$ cat src/rtl/memory_arbiter_pkg.sv
// Shared processor constants: default memory geometry, owner encoding and
// a helper for sizing the starvation counter.
package memory_arbiter_pkg;

  localparam int ADDR_W_DEF = 10;
  localparam int DATA_W_DEF = 32;

  typedef enum logic {
    OWN_FETCH = 1'b0,
    OWN_DATA  = 1'b1
  } owner_e;

  // Bits needed to hold 0..max_val; never less than one bit.
  function automatic int cnt_width(input int max_val);
    return (max_val < 1) ? 1 : $clog2(max_val + 1);
  endfunction

endpackage

$ cat src/rtl/memory_arbiter_starve_counter.sv
// Saturating up-counter with synchronous clear; counts fetch conflict losses.
module starve_counter
  import memory_arbiter_pkg::*;
#(
  parameter int MAX = 3,
  parameter int W   = cnt_width(MAX)
) (
  input  logic         clk,
  input  logic         reset,
  input  logic         inc,
  input  logic         clr,
  output logic [W-1:0] count
);

  logic [W-1:0] count_reg;

  always_ff @(posedge clk) begin
    if (reset || clr) begin
      count_reg <= '0;
    end else if (inc && (count_reg != W'(MAX))) begin
      count_reg <= count_reg + 1'b1;
    end
  end

  assign count = count_reg;

endmodule

$ cat src/rtl/memory_arbiter.sv
// Two-port (fetch/data) arbiter in front of a single-port synchronous memory.
// Data wins conflicts until fetch has lost STARVE_MAX in a row.
module memory_arbiter
  import memory_arbiter_pkg::*;
#(
  parameter int ADDR_W     = ADDR_W_DEF,
  parameter int DATA_W     = DATA_W_DEF,
  parameter int STARVE_MAX = 3
) (
  input  logic              clk,
  input  logic              reset,
  input  logic              fetchReq,
  input  logic [ADDR_W-1:0] fetchAddr,
  output logic              fetchGrant,
  output logic              fetchValid,
  output logic [DATA_W-1:0] fetchData,
  input  logic              dataReq,
  input  logic              dataWrite,
  input  logic [ADDR_W-1:0] dataAddr,
  input  logic [DATA_W-1:0] dataWriteData,
  output logic              dataGrant,
  output logic              dataValid,
  output logic [DATA_W-1:0] dataReadData,
  output logic              memEn,
  output logic              memWe,
  output logic [ADDR_W-1:0] memAddr,
  output logic [DATA_W-1:0] memWdata,
  input  logic [DATA_W-1:0] memRdata
);

  localparam int CNT_W = cnt_width(STARVE_MAX);

  logic [CNT_W-1:0] starve_cnt;
  logic             fetch_win;
  logic             data_win;
  logic             valid_reg;
  logic             write_reg;
  owner_e           owner_reg;

  // Reset gates arbitration so a request present during reset never issues.
  always_comb begin
    fetch_win = 1'b0;
    data_win  = 1'b0;
    if (!reset) begin
      if (fetchReq && (!dataReq || (starve_cnt == CNT_W'(STARVE_MAX)))) begin
        fetch_win = 1'b1;
      end else if (dataReq) begin
        data_win = 1'b1;
      end
    end
  end

  assign fetchGrant = fetch_win;
  assign dataGrant  = data_win;

  always_comb begin
    memEn    = 1'b0;
    memWe    = 1'b0;
    memAddr  = '0;
    memWdata = '0;
    if (fetch_win) begin
      memEn   = 1'b1;
      memAddr = fetchAddr;
    end else if (data_win) begin
      memEn    = 1'b1;
      memWe    = dataWrite;
      memAddr  = dataAddr;
      memWdata = dataWriteData;
    end
  end

  starve_counter #(
    .MAX (STARVE_MAX),
    .W   (CNT_W)
  ) u_starve_counter (
    .clk   (clk),
    .reset (reset),
    .inc   (fetchReq && data_win),
    .clr   (fetch_win),
    .count (starve_cnt)
  );

  always_ff @(posedge clk) begin
    if (reset) begin
      valid_reg <= 1'b0;
      write_reg <= 1'b0;
      owner_reg <= OWN_FETCH;
    end else begin
      valid_reg <= fetch_win || data_win;
      write_reg <= data_win && dataWrite;
      owner_reg <= data_win ? OWN_DATA : OWN_FETCH;
    end
  end

  assign fetchValid   = !reset && valid_reg && (owner_reg == OWN_FETCH);
  assign dataValid    = !reset && valid_reg && (owner_reg == OWN_DATA);
  assign fetchData    = fetchValid ? memRdata : '0;
  // Write acknowledgements return zero rather than stale memory output.
  assign dataReadData = (dataValid && !write_reg) ? memRdata : '0;

endmodule

$ cat config.mk
export PLATFORM = sky130hd
export DESIGN_NAME = memory_arbiter
export DESIGN_NICKNAME = d
export VERILOG_FILES = /design/src/rtl/memory_arbiter_pkg.sv /design/src/rtl/memory_arbiter_starve_counter.sv /design/src/rtl/memory_arbiter.sv
export SDC_FILE = /design/constraint.sdc
export NUM_CORES = 1
export LEC_CHECK = 0
export CAP_MARGIN = 10
export CORE_AREA = 3 3 77 79
export CTS_CLUSTER_DIAMETER = 200
export DETAILED_ROUTE_END_ITERATION = 10
export DIE_AREA = 0 0 80 82
export GPL_TIMING_DRIVEN = 0
export PLACE_DENSITY = 0.84
export SLEW_MARGIN = 0
export SYNTH_ARGS = -nofsm -noshare
export SYNTH_HDL_FRONTEND = slang
export SYNTH_HIERARCHICAL = 1
export SYNTH_SLANG_ARGS = --single-unit
$ cat constraint.sdc
create_clock -name clk -period 3.7 [get_ports clk]
set_input_delay 0.925 -clock clk [delete_from_list [all_inputs] [get_ports clk]]
set_output_delay 0.925 -clock clk [all_outputs]
set_load 0.03 [all_outputs]
# Word-level counts from Yosys, hierarchy flattened
# Index checks and enable logic that the tools add are counted.
[totals]
ff_bits = 5
inputBits = 89
out_inout_bits = 112
elab_cells = 37
[op_classes]
n_addsub = 1
n_eq_ne = 2
mux = 15
bitwise_logic = 1
n_reduce_logical = 14
[op_table]
columns = ["op", "count"]
rows = [
  ["32-bit 2-to-1 mux", 4],
  ["10-bit 2-to-1 mux", 2],
  ["1-bit 2-to-1 mux", 9],
  ["1-bit logical AND", 8],
  ["1-bit logical NOT", 3],
  ["1-bit logical OR", 3],
  ["2-bit by 1-bit adder with 2-bit output (second input constant)", 1],
  ["2-bit equality test (second input constant)", 1],
  ["2-bit != test (second input constant)", 1],
  ["1-bit NOT", 1],
]

# Logic depth before layout (Yosys ltp)
[depth]
depth_word = 7
depth_mapped = 7
depth_no_buf = 6

# Modules after synthesis
# The synthesis kept the hierarchy.
[by_module_without_submodules]
columns = ["module", "instances", "cells_each", "area_per_inst_um2", "seq_area_each_um2"]
rows = [
  ["memory_arbiter", 1, 135, 924.6, 60.1],
  ["starve_counter", 1, 8, 105.1, 40.0],
]

# Least setup slack after synthesis
# OpenSTA, ideal clock, no wires.
[synth_path]
path_kind = "input -> output"
startpoint = "in reset"
endpoint = "out dataReadData[10]"
arrival_ps = 2015
required_time_ps = 2775
setup_slack_ps = 760
cell_stages = 4
n_path_buf = 1
path_cell_list = "and3b_1 -> nor2b_2 -> buf_2 -> and2_1"
[synth_between]
elab_chain_len = 5
[synth_rtl]
columns = ["element", "line", "source"]
rows = [
  ["from (decl)", "memory_arbiter.sv:11", "input logic reset,"],
  ["1-bit logical NOT", "memory_arbiter.sv:96", "assign dataValid = !reset && valid_reg && (owner_reg == OWN_DATA);"],
  ["1-bit logical AND (2 in series)", "memory_arbiter.sv:96", ""],
  ["1-bit logical AND", "memory_arbiter.sv:99", "assign dataReadData = (dataValid && !write_reg) ? memRdata : '0;"],
  ["32-bit 2-to-1 mux", "memory_arbiter.sv:99", ""],
  ["to (decl)", "memory_arbiter.sv:23", "output logic [DATA_W-1:0] dataReadData,"],
]
# No other way between the ends.

# Worst setup path in the final report
[layout_path]
startpoint = "in reset"
endpoint = "out fetchData[11]"
[layout_between]
elab_chain_len = 4
[layout_rtl]
columns = ["element", "line", "source"]
rows = [
  ["1-bit logical NOT", "memory_arbiter.sv:95", "assign fetchValid = !reset && valid_reg && (owner_reg == OWN_FETCH);"],
  ["1-bit logical AND (2 in series)", "memory_arbiter.sv:95", ""],
  ["32-bit 2-to-1 mux", "memory_arbiter.sv:97", "assign fetchData = fetchValid ? memRdata : '0;"],
  ["to (decl)", "memory_arbiter.sv:16", "output logic [DATA_W-1:0] fetchData,"],
]
# No other way between the ends.

==> reports/results.ini <==
[worst_setup_path]
critical_path_depth = 5
critPathTopFamily = buffers and inverters
max_stage_delay_ps = 690
crit_fanout = 10
path_cells = dlygate4sd2_1, nor3b_4, clkbuf_2, and2_1, clkdlybuf4s50_1
reg2reg_slack_ps = 2010
r2r_cells = 6
path_class = input port to primary output
cp.arrival_ps = 2640
path_buf_inv = 3
cp-end-kind = primary output
cpMaxStageDelayCell = clkdlybuf4s50_1
start_kind = input port
cp.required_ps = 2770

[global_route]
grt.total_usage_pct = 15.31
gr-total-overflow = 0
grt_pass1_wl_um = 7935
grt_max_degree = 13
grt_pass1_vias = 1713
grt_antenna_before_repair = 0

[finish]
synthToLayoutAreaGrowth_pct = 195.6
largest_register_ffs = 2
drive_gt1_share_pct = 15.27
antenna_cells = 0
instances_no_fill = 419
nNetsFinal = 438

[sta]
fmax_mhz = 280.2
slew_viol_final = 0
fin_worst_skew_ps = 2.793
finalCritPeriodShare_pct = 96.47
min_period_ps = 3569
rsz0062_at_grt = no
hold_violations = 0
slew_headroom_pct = 75.12
setup_viol = 0
fin_tns_setup_ps = 0
tightest_slew_ps = 373.3
fin_ws_ps = 130.7

[placement]
place_congestion = 0.6810
post-dp-hpwl_um = 5177
dp_cells = 415
io_buffers = 200
place_ws_ps = -477.3

[clock_network]
clock_sinks = 5
clkTransAtPathRegs_ps = 40
clock_latency_ps = 220
tritoncts = built
htree_levels = 1
clock_path_buffers = 2
cts_root_buf = clkbuf_8
numCtsBuffers = 3

[drt]
num_vias = 1704
viasPerCell = 4.067
drc = 0
wl_per_cell_um = 13.74
postRouteAntennaNets = 0
drt_first_pass_iters = 4
drt_iter0_markers = 21
drt-total-wl_um = 5755

[power_and_ir_drop]
pwr-share-comb_pct = 64.5
vdd_drop_max_mv = 0.08765
p_sw_uw = 168.5
power_density_nw_per_um2 = 149.0
leakage_uw = 0.001470
seqPwrFrac_pct = 13.0
swShare_pct = 37.14
clockPowerShare_pct = 22.5
p_int_uw = 285.2

[yosys]
yosys_warnings = 6
synth-compound-area-share_pct = 11.30
mappedNetlistNets = 233
avgSynthCellArea_um2 = 7.201
synth_fa_ha_area_share_pct = 1.215
synthSimpleGateAreaFrac_pct = 68.53
ys_ff_latch = 5
netlist_area_um2 = 1030
yosysSeqAreaShare_pct = 9.721
synthDistinctLibCells = 22
synthXorXnorAreaFrac_pct = 0.8505
synthMuxAreaShare_pct = 0.9721
synth_top_family_by_area = simple AND/OR/NAND/NOR gates
syn_inst = 143

[floorplanning]
die_x_um = 80
rows = 27
die_area_um2 = 6560
die_y_um = 82
coreArea_um2 = 5405
ios = 201
start_util_pct = 19.05

[run_status]
status = finished, final reports clean

[min_path]
hp-class = flip-flop to flip-flop
min_path_cells = 1

[flow_run]
maxCapViolations = 0

final timing paths:
kind | from | to
max reg2reg | u_starve_counter/count[0]$_SDFFE_PP0P_ | u_starve_counter/count[1]$_SDFFE_PP0P_
max | reset | fetchData[11]
min reg2reg | u_starve_counter/count[1]$_SDFFE_PP0P_ | owner_reg$_SDFF_PP0_
min | u_starve_counter/count[1]$_SDFFE_PP0P_ | owner_reg$_SDFF_PP0_
cell type report:
class / count / area [um^2]
fill: 530 / 2361
sequential: 5 / 100.1
inverter: 1 / 3.754
timing repair buffer: 200 / 1864
clock buffer: 4 / 45.04
buffer: 12 / 77.57
multi-input combinational: 125 / 863.3
tap: 72 / 90.09
cells in the final DEF, fill, tap and decap left out, types with 2 or more instances in the layout:
cell / count
or2_2: 2
clkdlybuf4s50_1: 121
clkdlybuf4s15_1: 8
buf_2: 6
and2_1: 99
nor3_2: 2
dfxtp_1: 5
clkbuf_2: 22
clkdlybuf4s15_2: 9
buf_4: 2
clkbuf_8: 3
a22o_1: 10
buf_6: 2
dlygate4sd2_1: 41
per-stage QoR:
step	instance area [um^2]	hold slack [ps]	total power (uW)	util, %
floorplan	1030	511.6	190.3	-
finish	3044	579.9	453.7	56.32
global route	3044	623.5	480.4	56.32
detailed placement	3122	579.9	373.4	57.75
global placement	3122	544.8	369.5	57.75
CTS	3114	589.1	461.6	57.62
logic make-up after synthesis:
logic type,Yosys count
DFF,5
xor gates and xnor gates,1
and+or+nand+nor,109
AOI/OAI and AO/OA,13
adders and majority gates,1
buffers and inverters,13
muxes,1
worst register-to-register path, stage by stage (launching register included):
cell and delay (ps):
dfxtp_1 360, a311oi_2 360, buf_2 280, and2_1 150, nor2b_4 150, mux2i_1 220, nor3_2 50
synth_stat cells:
| cell | n | area (um^2) |
|---|---|---|
| a21oi_1 | 1 | 5.000 |
| a22o_1 | 10 | 87.58 |
| a311oi_1 | 1 | 8.760 |
| a311oi_2 | 1 | 15.01 |
| and2_1 | 99 | 619.3 |
| and3b_1 | 1 | 8.760 |
| buf_2 | 7 | 35.03 |
| buf_4 | 1 | 7.510 |
| buf_6 | 2 | 22.52 |
| clkbuf_1 | 2 | 7.510 |
| dfxtp_1 | 5 | 100.1 |
| ha_1 | 1 | 12.51 |
| inv_1 | 1 | 3.750 |
| mux2i_1 | 1 | 10.01 |
| nand2_1 | 1 | 3.750 |
| nand2b_1 | 1 | 6.260 |
| nor2b_2 | 1 | 8.760 |
| nor2b_4 | 1 | 13.76 |
| nor3_2 | 2 | 20.02 |
| nor3b_2 | 1 | 12.51 |
| or2_2 | 2 | 12.51 |
| xnor2_1 | 1 | 8.760 |
power by group through the flow:
stage	Combinational, uW	Clock, uW	Sequential, uW
6_report	293	102	59.1
5_1_grt	311	110	59.4
4_1_cts	297	105	59.1
3_5_place_dp	314	0	59.7
3_3_place_gp	310	0	59.3
2_1_floorplan	131	0	59.1
metal layers:
layer / up-vias / GRT usage, % / share of wire, %
li1: 861 / - / -
met1: 716 / 12.56 / 29
met2: 123 / 33.11 / 56
met3: 4 / 6.031 / 14
met4: 0 / 3.547 / 0.85
met5: - / 0 / 0
repair_timing:
item	CTS	global route
gates resized for setup	107	45
hold buffers	0	0
pin swaps	1	0
buffers inserted	0	0
endpoints found under the setup margin	108	39
Power figures use the tool's default switching activity.
